--- config.mk ---
export PLATFORM = sky130hd
export DESIGN_NAME = seven_seg_scan_mux
export DESIGN_NICKNAME = d
export VERILOG_FILES = /design/src/rtl/seven_seg_scan_mux.sv
export SDC_FILE = /design/constraint.sdc
export NUM_CORES = 1
export LEC_CHECK = 0
export ABC_AREA = 1
export BUFFER_PORTS_ARGS = -buffer_cell sky130_fd_sc_hd__clkbuf_2
export CAP_MARGIN = 30
export CORE_MARGIN = 8
export CORE_UTILIZATION = 55
export DETAILED_ROUTE_END_ITERATION = 7
export PLACE_DENSITY = 0.88
export SLEW_MARGIN = 10
export SYNTH_ARGS = -nofsm -noshare
export SYNTH_HDL_FRONTEND = slang
export SYNTH_SLANG_ARGS = --single-unit
--- constraint.sdc ---
create_clock -name clk -period 4.3 [get_ports clk]
set_clock_uncertainty 0.15 [all_clocks]
set_input_delay 0.43 -clock clk [delete_from_list [all_inputs] [get_ports clk]]
set_output_delay 0.43 -clock clk [all_outputs]
set_load 0.05 [all_outputs]
--- src/rtl/seven_seg_scan_mux.sv ---
`default_nettype none
// ============================================================================
// Module      : seven_seg_scan_mux
// Description : Time-multiplexed driver for an N-digit common-anode 7-segment
//               display. Digit, decimal-point and enable inputs are captured
//               once per scan frame so an update never tears mid-frame.
//               Optional macro SEVEN_SEG_HEX_DECODE_EN turns codes 10..15 into
//               hex glyphs; when undefined those codes are blanked.
// Revision    : 1.0 - initial release
// ============================================================================
module seven_seg_scan_mux #(
    parameter int N_DIGITS    = 8,
    parameter int REFRESH_DIV = 100000
) (
    input  logic                  clk,
    input  logic                  reset,
    input  logic [4*N_DIGITS-1:0] num,
    input  logic [N_DIGITS-1:0]   dp_in,
    input  logic [N_DIGITS-1:0]   digit_en,
    output logic [6:0]            seg,
    output logic                  dp,
    output logic [N_DIGITS-1:0]   an,
    output logic                  frame_tick
);

    localparam int IDX_W = (N_DIGITS > 1) ? $clog2(N_DIGITS) : 1;
    localparam int PRE_W = (REFRESH_DIV > 1) ? $clog2(REFRESH_DIV) : 1;
    localparam logic [IDX_W-1:0] IDX_LAST = IDX_W'(N_DIGITS - 1);
    localparam logic [PRE_W-1:0] PRE_LAST = PRE_W'(REFRESH_DIV - 1);

    if (N_DIGITS < 1 || N_DIGITS > 16) begin : g_bad_n_digits
        $error("seven_seg_scan_mux: N_DIGITS must be in 1..16");
    end
    if (REFRESH_DIV < 1) begin : g_bad_refresh_div
        $error("seven_seg_scan_mux: REFRESH_DIV must be >= 1");
    end

    // Active-low {a,b,c,d,e,f,g} glyph for one 4-bit code
    function automatic logic [6:0] decode_digit(input logic [3:0] code);
        logic [6:0] s;
        case (code)
            4'd0:    s = 7'b0000001;
            4'd1:    s = 7'b1001111;
            4'd2:    s = 7'b0010010;
            4'd3:    s = 7'b0000110;
            4'd4:    s = 7'b1001100;
            4'd5:    s = 7'b0100100;
            4'd6:    s = 7'b0100000;
            4'd7:    s = 7'b0001111;
            4'd8:    s = 7'b0000000;
            4'd9:    s = 7'b0000100;
`ifdef SEVEN_SEG_HEX_DECODE_EN
            4'd10:   s = 7'b0001000;
            4'd11:   s = 7'b1100000;
            4'd12:   s = 7'b0110001;
            4'd13:   s = 7'b1000010;
            4'd14:   s = 7'b0110000;
            4'd15:   s = 7'b0111000;
`endif
            default: s = 7'b1111111;
        endcase
        return s;
    endfunction

    logic [PRE_W-1:0]      pre_q, pre_d;
    logic [IDX_W-1:0]      idx_q, idx_d;
    logic [4*N_DIGITS-1:0] shadow_num_q, shadow_num_d;
    logic [N_DIGITS-1:0]   shadow_dp_q, shadow_dp_d;
    logic [N_DIGITS-1:0]   shadow_en_q, shadow_en_d;
    logic                  load_pending_q, load_pending_d;
    logic                  frame_tick_q, frame_tick_d;
    logic [6:0]            seg_q, seg_d;
    logic                  dp_q, dp_d;
    logic [N_DIGITS-1:0]   an_q, an_d;

    logic                  w_pre_wrap;
    logic                  w_load;
    logic [3:0]            w_code;
    logic                  w_en_sel;
    logic                  w_dp_sel;

    // Prescaler, digit index and frame snapshot next-state
    always_comb begin
        w_pre_wrap     = (pre_q == PRE_LAST);
        w_load         = load_pending_q || (w_pre_wrap && (idx_q == IDX_LAST));
        pre_d          = w_pre_wrap ? '0 : pre_q + PRE_W'(1);
        idx_d          = idx_q;
        if (w_pre_wrap) begin
            idx_d = (idx_q == IDX_LAST) ? '0 : idx_q + IDX_W'(1);
        end
        shadow_num_d   = w_load ? num      : shadow_num_q;
        shadow_dp_d    = w_load ? dp_in    : shadow_dp_q;
        shadow_en_d    = w_load ? digit_en : shadow_en_q;
        load_pending_d = 1'b0;
        frame_tick_d   = w_load;
    end

    // Select the current digit from the snapshot and build the pin pattern
    always_comb begin
        w_code   = 4'h0;
        w_en_sel = 1'b0;
        w_dp_sel = 1'b0;
        an_d     = '1;
        for (int k = 0; k < N_DIGITS; k++) begin
            if (idx_q == IDX_W'(k)) begin
                w_code   = shadow_num_q[4*k +: 4];
                w_en_sel = shadow_en_q[k];
                w_dp_sel = shadow_dp_q[k];
            end
        end
        seg_d = 7'b1111111;
        dp_d  = 1'b1;
        if (w_en_sel) begin
            for (int k = 0; k < N_DIGITS; k++) begin
                an_d[k] = (idx_q != IDX_W'(k));
            end
            seg_d = decode_digit(w_code);
            dp_d  = ~w_dp_sel;
        end
    end

    // State and output registers with synchronous reset
    always_ff @(posedge clk) begin
        if (reset) begin
            pre_q          <= '0;
            idx_q          <= '0;
            shadow_num_q   <= '0;
            shadow_dp_q    <= '0;
            shadow_en_q    <= '0;
            load_pending_q <= 1'b1;
            frame_tick_q   <= 1'b0;
            seg_q          <= 7'b1111111;
            dp_q           <= 1'b1;
            an_q           <= '1;
        end else begin
            pre_q          <= pre_d;
            idx_q          <= idx_d;
            shadow_num_q   <= shadow_num_d;
            shadow_dp_q    <= shadow_dp_d;
            shadow_en_q    <= shadow_en_d;
            load_pending_q <= load_pending_d;
            frame_tick_q   <= frame_tick_d;
            seg_q          <= seg_d;
            dp_q           <= dp_d;
            an_q           <= an_d;
        end
    end

    assign seg        = seg_q;
    assign dp         = dp_q;
    assign an         = an_q;
    assign frame_tick = frame_tick_q;

endmodule
`default_nettype wire

# [Word level (Yosys, flattened, before mapping)]
# Memory sizes are Yosys's and may differ from the RTL's. A register that Yosys moved wholly into a read port is not among the register bits.
# Index checks and enable logic that the tools add are counted.
[op_classes] addsub=2 bitwise_logic=2 reduce_logical=6 eq_ne=15 mux=26
[ops] cell="4-bit two-way mux" count=8
[ops] cell="17-bit by 1-bit adder with 17-bit output, second input constant" count=1
[ops] cell="17-bit == test, second input constant" count=1
[ops] cell="1-bit two-way mux" count=17
[ops] cell="3-bit == test, second input constant" count=4
[ops] cell="3-bit inequality test, second input constant" count=4
[ops] cell="3-bit by 2-bit == test with 1-bit output, second input constant" count=2
[ops] cell="3-bit by 2-bit inequality test with 1-bit output, second input constant" count=2
[ops] cell="2-bit OR reduction" count=2
[ops] cell="3-bit by 1-bit adder with 3-bit output, second input constant" count=1
[ops] cell="3-bit by 1-bit == test with 1-bit output, second input constant" count=1
[ops] cell="3-bit logical NOT" count=1
[ops] cell="3-bit two-way mux" count=1
[ops] cell="3-bit by 1-bit inequality test with 1-bit output, second input constant" count=1
[ops] cell="3-bit nonzero test" count=1
[ops] cell="1-bit NOT" count=2
[ops] cell="1-bit logical AND" count=1
[ops] cell="1-bit logical OR" count=1
[totals] out_inout_bits=17 memories=1 register_bits=79 inputBits=50 rom_bits=112
[memory_table] memory="(no name shown)" depth=16 word_bits=7 rd=1 rd_ports_with_merged_regs=1 wr=0 line_no="41" rtl="case (code)"

# [Longest topological paths before layout]
# Gate-level depths: netlist of run 1.
[depth] ltp_word=11 mapped_depth=20 mapped_depth_nobuf=19

# [Worst setup path before layout of run 1]
# Ideal clock, no wire load.
[synth_timing] kind="register to register" from="reg idx_q[0]" to="reg seg_q[3] (netlist: seg[3])" setup_time_ns=0.122 synth_period_minus_slack_ns=2.234 stages_incl_launch_ff=20 t_required_ns=4.028 path_slack_ns=2.066 arrival_ns=1.961 path_cell_list="dfxtp_1 -> ha_1 -> ha_1 -> buf_2 -> inv_1 -> o21ai_1 -> inv_1 -> nand2_1 -> nand2_1 -> nand2_1 -> nand2_1 -> nand2_1 -> nand2_1 -> nand2_2 -> inv_1 -> ha_1 -> inv_1 -> nand2_1 -> nand3_1 -> nand3_1"
[synth_via] elab_chain_cells=11
[synth_rtl] item="from (decl)" line_no="66" rtl="logic [IDX_W-1:0] idx_q, idx_d;"
[synth_rtl] item="from (signal assigned)" line_no="137" rtl="idx_q <= idx_d;"
[synth_rtl] item="3-bit logical NOT" line_no="105" rtl="if (idx_q == IDX_W'(k)) begin"
[synth_rtl] item="1-bit two-way mux (8 in a row)" line_no="105"
[synth_rtl] item="1-bit NOT (no source line)"
[synth_rtl] item="2-bit OR reduction (no source line)"
[synth_rtl] item="to (decl)" line_no="72" rtl="logic [6:0] seg_q, seg_d;"
# Several ways; a longest one is shown, not always the timed one.
# A chain may end at the register's enable or synchronous reset.

# [Worst setup path in the final report of run 1]
[layout_timing] from="reg idx_q[2]" to="reg shadow_num_q[1]"
[layout_via] elab_chain_cells=3
[layout_rtl] item="3-bit == test" line_no="85" rtl="w_load = load_pending_q || (w_pre_wrap && (idx_q == IDX_LAST));"
[layout_rtl] item="1-bit logical AND" line_no="85"
[layout_rtl] item="1-bit logical OR" line_no="85"
[layout_rtl] item="to (signal assigned)" line_no="138" rtl="shadow_num_q <= shadow_num_d;"
[layout_rtl] item="to (decl)" line_no="67" rtl="logic [4*N_DIGITS-1:0] shadow_num_q, shadow_num_d;"
# No other way between the ends.

==> results of run 1 <==
==> worst paths after layout <==
check                     to
max reg2reg  shadow_num_q[1]
min reg2reg         pre_q[0]
min           shadow_dp_q[2]
max          shadow_num_q[1]
==> registers in the layout (all words and copies together), names as in the netlist, 3 cells and up <==
name,count
shadow_num_q,32
pre_q,17
an,8
shadow_dp_q,8
shadow_en_q,8
seg,7
idx_q,3
==> final cells by class <==
class | count | area (um2)
multi-input combinational | 387 | 1892
sequential | 86 | 1722
tap | 99 | 123.9
clock inverter | 4 | 95.09
fill | 668 | 2596
inverter | 58 | 221.5
timing repair buffer | 67 | 345.3
clock buffer | 11 | 141.4
==> worst max-delay path: cells and delay by family, from the launching register on <==
kind | cells | cell delay (ps)
compound gates | 2 | 370
fa+ha+maj | 1 | 460
buf+inv | 1 | 560
flops | 1 | 600
simple gates | 2 | 720
==> logic make-up (layout without fill, tap and decap cells) <==
kind of cell / after synthesis / count (layout) / synth area share [%]
AND/OR/NAND/NOR: 291 / 291 / 32.25
flip-flops: 86 / 86 / 43.38
buffers and inverters: 79 / 140 / 8.953
AO/OA/AOI/OAI: 77 / 77 / 9.994
adder cells (fa/ha/maj): 13 / 13 / 4.098
XOR/XNOR: 6 / 6 / 1.324
==> metrics by stage <==
stage | utilization (%) | worst slack, ps
floorplan | - | 2066
global placement | 60.10 | 1491
detailed placement | 60.31 | 1338
CTS | 63.62 | 1321
global route | 63.62 | 1015
finish | 63.62 | 1282
==> routing by layer <==
| layer | global-route usage, % | part of all wire, % |
|---|---|---|
| met5 | 0 | 0 |
| met2 | 33.11 | 52 |
| met1 | 18.96 | 40 |
| met3 | 6.423 | 6.9 |
| met4 | 3.895 | 0.82 |
==> cell usage after synthesis (all sizes together) <==
library cell    n
a211oi          1
a21boi          1
a21oi          17
and3            1
buf            15
clkbuf          6
clkinv          1
dfxtp          86
ha             13
inv            57
nand2         110
nand3          27
nand3b          2
nand4           4
nor2          129
nor3            9
nor3b           1
nor4            2
o211ai          1
o21ai          57
or2             5
or3             1
xnor2           1
xor2            5
==> power groups by stage <==
stage | clock, mW | combinational (mW) | sequential [mW]
6_report | 0.667 | 0.154 | 0.853
5_1_grt | 0.707 | 0.173 | 0.857
4_1_cts | 0.673 | 0.154 | 0.852
3_5_place_dp | 0 | 0.153 | 0.870
3_3_place_gp | 0 | 0.146 | 0.869
2_1_floorplan | 0 | 0.0931 | 0.880
==> impl_metrics.env, run 1 <==
export IMPL_switching_share_pct=23.11
export IMPL_dr_pass1_iters=4
export IMPL_reg2reg_from="idx_q[2]"
export IMPL_die_w_um=100.9
export IMPL_design_area_mm2=0.004541
export IMPL_post_route_period_util_pct=70.19
export IMPL_yosysSeqAreaShare_pct=43.38
export IMPL_crit_arrival_ps=3080
export IMPL_clock_path_buffers=2
export IMPL_status="finished, final reports clean"
export IMPL_antenna_left=0
export IMPL_r2r_slack_ps=1280
export IMPL_final_cell_mix="nor2_1 (124), nand2_1 (100), dfxtp_1 (86)"
export IMPL_yosys_area_top_type_share_pct=43.38
export IMPL_intPower_mw=1.287
export IMPL_ctsResizeCount=0
export IMPL_synthTopCellsByArea="dfxtp_1 (43%), nor2_1 (12%), nand2_1 (9.5%), o21ai_0 (5.4%), inv_1 (4.6%)"
export IMPL_ys_ff_latch=86
export IMPL_gp_congestion=0.8303
export IMPL_num_io_pins=67
export IMPL_rsz0062_at_grt="false"
export IMPL_syn_area_mm2=0.003969
export IMPL_finalNonFillerCells=712
export IMPL_vias=3557
export IMPL_seqPwrFrac_pct=51.0
export IMPL_worstHoldStart="dp_in[2]"
export IMPL_cts_hold_buf=0
export IMPL_synth_distinct_cells=38
export IMPL_antenna_found_initial=0
export IMPL_syn_inst=552
export IMPL_nets=672
export IMPL_antenna_cells=0
export IMPL_required_ps=4370
export IMPL_pwr_share_clk_pct=39.9
export IMPL_drt_iter0_markers=202
export IMPL_cts_tree="yes"
export IMPL_core_region_area_mm2=0.007137
export IMPL_viasPerCell=4.996
export IMPL_finalHoldViolCount=0
export IMPL_io_buffers=66
export IMPL_p_leak_nw=2.175
export IMPL_slowest_delay_ps=600
export IMPL_path_cells="ha_1 > nand3_1 > nand2_2 > inv_2 > o21ai_0 > a21oi_1"
export IMPL_drive_above_1_share_pct=19.25
export IMPL_worstSetupEndpointType="flip-flop"
export IMPL_cts_num_sinks=86
export IMPL_placed_area_mm2=0.004304
export IMPL_cts_clk_slew_worst_paths_ps=80
export IMPL_cts_root_buffer="clkbuf_8"
export IMPL_synth_nets=615
export IMPL_tightest_slew_ps=866.9
export IMPL_cts_setup_buffers=0
export IMPL_maxCapViolCount=0
export IMPL_drc=0
export IMPL_final_common_cell="nor2_1"
export IMPL_grt_usage_pct=17.95
export IMPL_r2r_cells=6
export IMPL_grt_pass1_wl_um=14770
export IMPL_dp_cells=697
export IMPL_dp_hpwl_um=6606
export IMPL_hold_path_class="in2reg"
export IMPL_htree_num_levels=3
export IMPL_avgSynthCellArea_um2=7.190
export IMPL_grt_ovfl_total=0
export IMPL_critical_path_slowest_cell="dfxtp_1"
export IMPL_path_class="reg2reg"
export IMPL_holdWs_ps=148.2
export IMPL_grt_pass1_vias=3403
export IMPL_worstSetupStartpointType="flip-flop"
export IMPL_power_density_mw_per_mm2=368.7
export IMPL_synth_area_leader_cell="dfxtp_1"
export IMPL_p_switching_mw=0.3868
export IMPL_slew_violations=0
export IMPL_hold_path_depth=3
export IMPL_relSlewSlack_pct=42.12
export IMPL_cts_buffers=9
export IMPL_yosysWarnings=0
export IMPL_die_h_um=100.9
export IMPL_wl_per_cell_um=12.71
export IMPL_fin_crit_ps=3018
export IMPL_rows=31
export IMPL_worst_path_max_fanout=54
export IMPL_crit_start="idx_q[2]"
export IMPL_fmax_ghz=0.3313
export IMPL_area_delta_synth_final_pct=14.41
export IMPL_clock_latency_ps=350
export IMPL_total_power_mw=1.674
export IMPL_fin_setup_tns_ps=0
export IMPL_start_util_pct=55.61
export IMPL_grt_max_degree=55
export IMPL_combPwrFrac_pct=9.2
export IMPL_die_area_mm2=0.01019
export IMPL_routed_wl_um=9050
export IMPL_setup_viol=0
export IMPL_ir_drop_v=0.0002094
Power figures use the tool's default switching activity.
==> run 2, diff against run 1 <==
clock period = 3.05 ns   (was 4.3 ns; I/O delays follow)
==> run 2 against run 1 <==
Net effect: register-to-register slack lost 850 ps; critical path depth increased by 12; routed wire length is essentially flat; via count up 1.2%; hold slack worse by 130 ps; first-iteration DRC count down 17%; clock power rose by 32%; non-clock buffer count is 1 higher; global-route usage up 0.57 points; final area down 0.30%; largest cell class unchanged.
==> impl_metrics.env, run 2 (synthesized netlist as in run 1, its figures left out) <==
export IMPL_status="finished, final reports clean"
export IMPL_worstSetupEndpointType="flip-flop"
export IMPL_antenna_found_initial=0
export IMPL_rsz0062_at_grt="false"
export IMPL_start_util_pct=55.61
export IMPL_drt_iter0_markers=167
export IMPL_area_delta_synth_final_pct=14.06
export IMPL_reg2reg_from="idx_q[2]"
export IMPL_clock_path_buffers=2
export IMPL_required_ps=3140
export IMPL_switching_share_pct=24.62
export IMPL_cts_hold_buf=0
export IMPL_rows=31
export IMPL_wl_per_cell_um=12.66
export IMPL_grt_pass1_vias=3437
export IMPL_crit_arrival_ps=2700
export IMPL_gp_congestion=0.9247
export IMPL_setup_viol=0
export IMPL_maxCapViolCount=0
export IMPL_slew_violations=0
export IMPL_intPower_mw=1.734
export IMPL_final_common_cell="nor2_1"
export IMPL_path_class="reg2reg"
export IMPL_r2r_slack_ps=430
export IMPL_fin_setup_tns_ps=0
export IMPL_hold_path_depth=3
export IMPL_dr_pass1_iters=5
export IMPL_seqPwrFrac_pct=52.4
export IMPL_clock_latency_ps=350
export IMPL_finalNonFillerCells=714
export IMPL_routed_wl_um=9041
export IMPL_r2r_end="seg[3]"
export IMPL_fin_crit_ps=2618
export IMPL_holdPathEnd="shadow_num_q[8]"
export IMPL_core_region_area_mm2=0.007137
export IMPL_die_w_um=100.9
export IMPL_final_cell_mix="nor2_1 (124), nand2_1 (100), dfxtp_1 (86)"
export IMPL_top_register="shadow_num_q"
export IMPL_drive_above_1_share_pct=19.67
export IMPL_worstSetupStartpointType="flip-flop"
export IMPL_cts_buffers=9
export IMPL_worstHoldStart="num[8]"
export IMPL_cts_num_sinks=86
export IMPL_num_io_pins=67
export IMPL_placed_area_mm2=0.004304
export IMPL_tightest_slew_ps=831.5
export IMPL_p_leak_nw=2.166
export IMPL_fmax_ghz=0.3820
export IMPL_die_area_mm2=0.01019
export IMPL_combPwrFrac_pct=9.3
export IMPL_viasPerCell=5.041
export IMPL_largest_reg_flops=32
export IMPL_cts_root_buffer="clkbuf_8"
export IMPL_finalHoldViolCount=0
export IMPL_p_switching_mw=0.5664
export IMPL_top_regs="shadow_num_q (32), pre_q (17)"
export IMPL_ctsResizeCount=0
export IMPL_grt_usage_pct=18.52
export IMPL_grt_max_degree=55
export IMPL_r2r_cells=18
export IMPL_design_area_mm2=0.004527
export IMPL_ir_drop_v=0.0002335
export IMPL_worst_path_max_fanout=9
export IMPL_cts_setup_buffers=0
export IMPL_antenna_cells=0
export IMPL_post_route_period_util_pct=85.83
export IMPL_grt_pass1_wl_um=15270
export IMPL_io_buffers=66
export IMPL_power_density_mw_per_mm2=508.2
export IMPL_dp_hpwl_um=6810
export IMPL_antenna_left=0
export IMPL_grt_ovfl_total=0
export IMPL_htree_num_levels=3
export IMPL_drc=0
export IMPL_cts_clk_slew_worst_paths_ps=90
export IMPL_relSlewSlack_pct=44.48
export IMPL_pwr_share_clk_pct=38.3
export IMPL_nets=673
export IMPL_vias=3599
export IMPL_cts_tree="yes"
export IMPL_dp_cells=698
export IMPL_die_h_um=100.9
export IMPL_hold_path_class="in2reg"
export IMPL_fill_cells=654
run 2: cell count changes in the layout (fill, tap and decap cells not counted), sizes merged:
cell	previous run	this run
clkinvlp	0	2
buf	1	2
bufinv	3	2
clkbuf	77	76
clkinv	2	3
run 2: routing by layer:
layer / up-vias / track usage (%) / share of wire, %
li1: 1845 / - / -
met4: 0 / 7.446 / 1.9
met5: - / 0 / 0
met1: 1627 / 21.00 / 42
met3: 17 / 3.867 / 7.0
met2: 110 / 32.91 / 49
run 2: final cells by class:
cell class	instances	area, um2	share of cell area, %
Timing Repair Buffer	68	345.3	7.629
Sequential cell	86	1722	38.03
Clock buffer	10	137.6	3.040
Clock inverter	6	85.08	1.879
Tap cell	99	123.9	2.736
Inverter	58	221.5	4.892
Multi-Input combinational cell	387	1892	41.79
run 2: critical path: stages (launching register included):
cell     delay [ps]
dfxtp_1         580
inv_4            70
ha_1            310
inv_1           190
o21ai_1          90
inv_1            50
nand2_1          50
nand2_1          50
nand2_1          40
nand2_1          60
nand2_1          40
nand2_1          90
nand2_2          90
inv_1           120
ha_1            240
inv_1            50
nand2_1          70
nand3_1          70
nand3_1          70
run 2: through the flow:
step	setup slack, ps	power (mW)	hold WS (ps)	utilization, %
floorplan	816.1	1.371	182.7	-
global placement	593.5	1.435	279.2	60.31
detailed placement	463.8	1.442	294.9	60.31
CTS	436.3	2.306	14.32	63.43
global route	164.5	2.395	14.91	63.43
finish	432.2	2.301	19.42	63.43
run 2: power by group through the flow:
stage / clock, mW / combinational (mW) / sequential (mW)
5_1_grt: 0.941 / 0.244 / 1.21
6_report: 0.881 / 0.214 / 1.21
4_1_cts: 0.887 / 0.215 / 1.20
3_5_place_dp: 0 / 0.213 / 1.23
3_3_place_gp: 0 / 0.206 / 1.23
2_1_floorplan: 0 / 0.131 / 1.24
run 2: how the worst max path moves through the flow:
stage,start,to
after global routing,idx_q[2],seg[3]
after global placement,idx_q[2],seg[3]
final,idx_q[2],seg[3]
after detailed placement,idx_q[2],seg[3]
after floorplan,idx_q[0],seg[3]
after CTS,idx_q[2],seg[3]
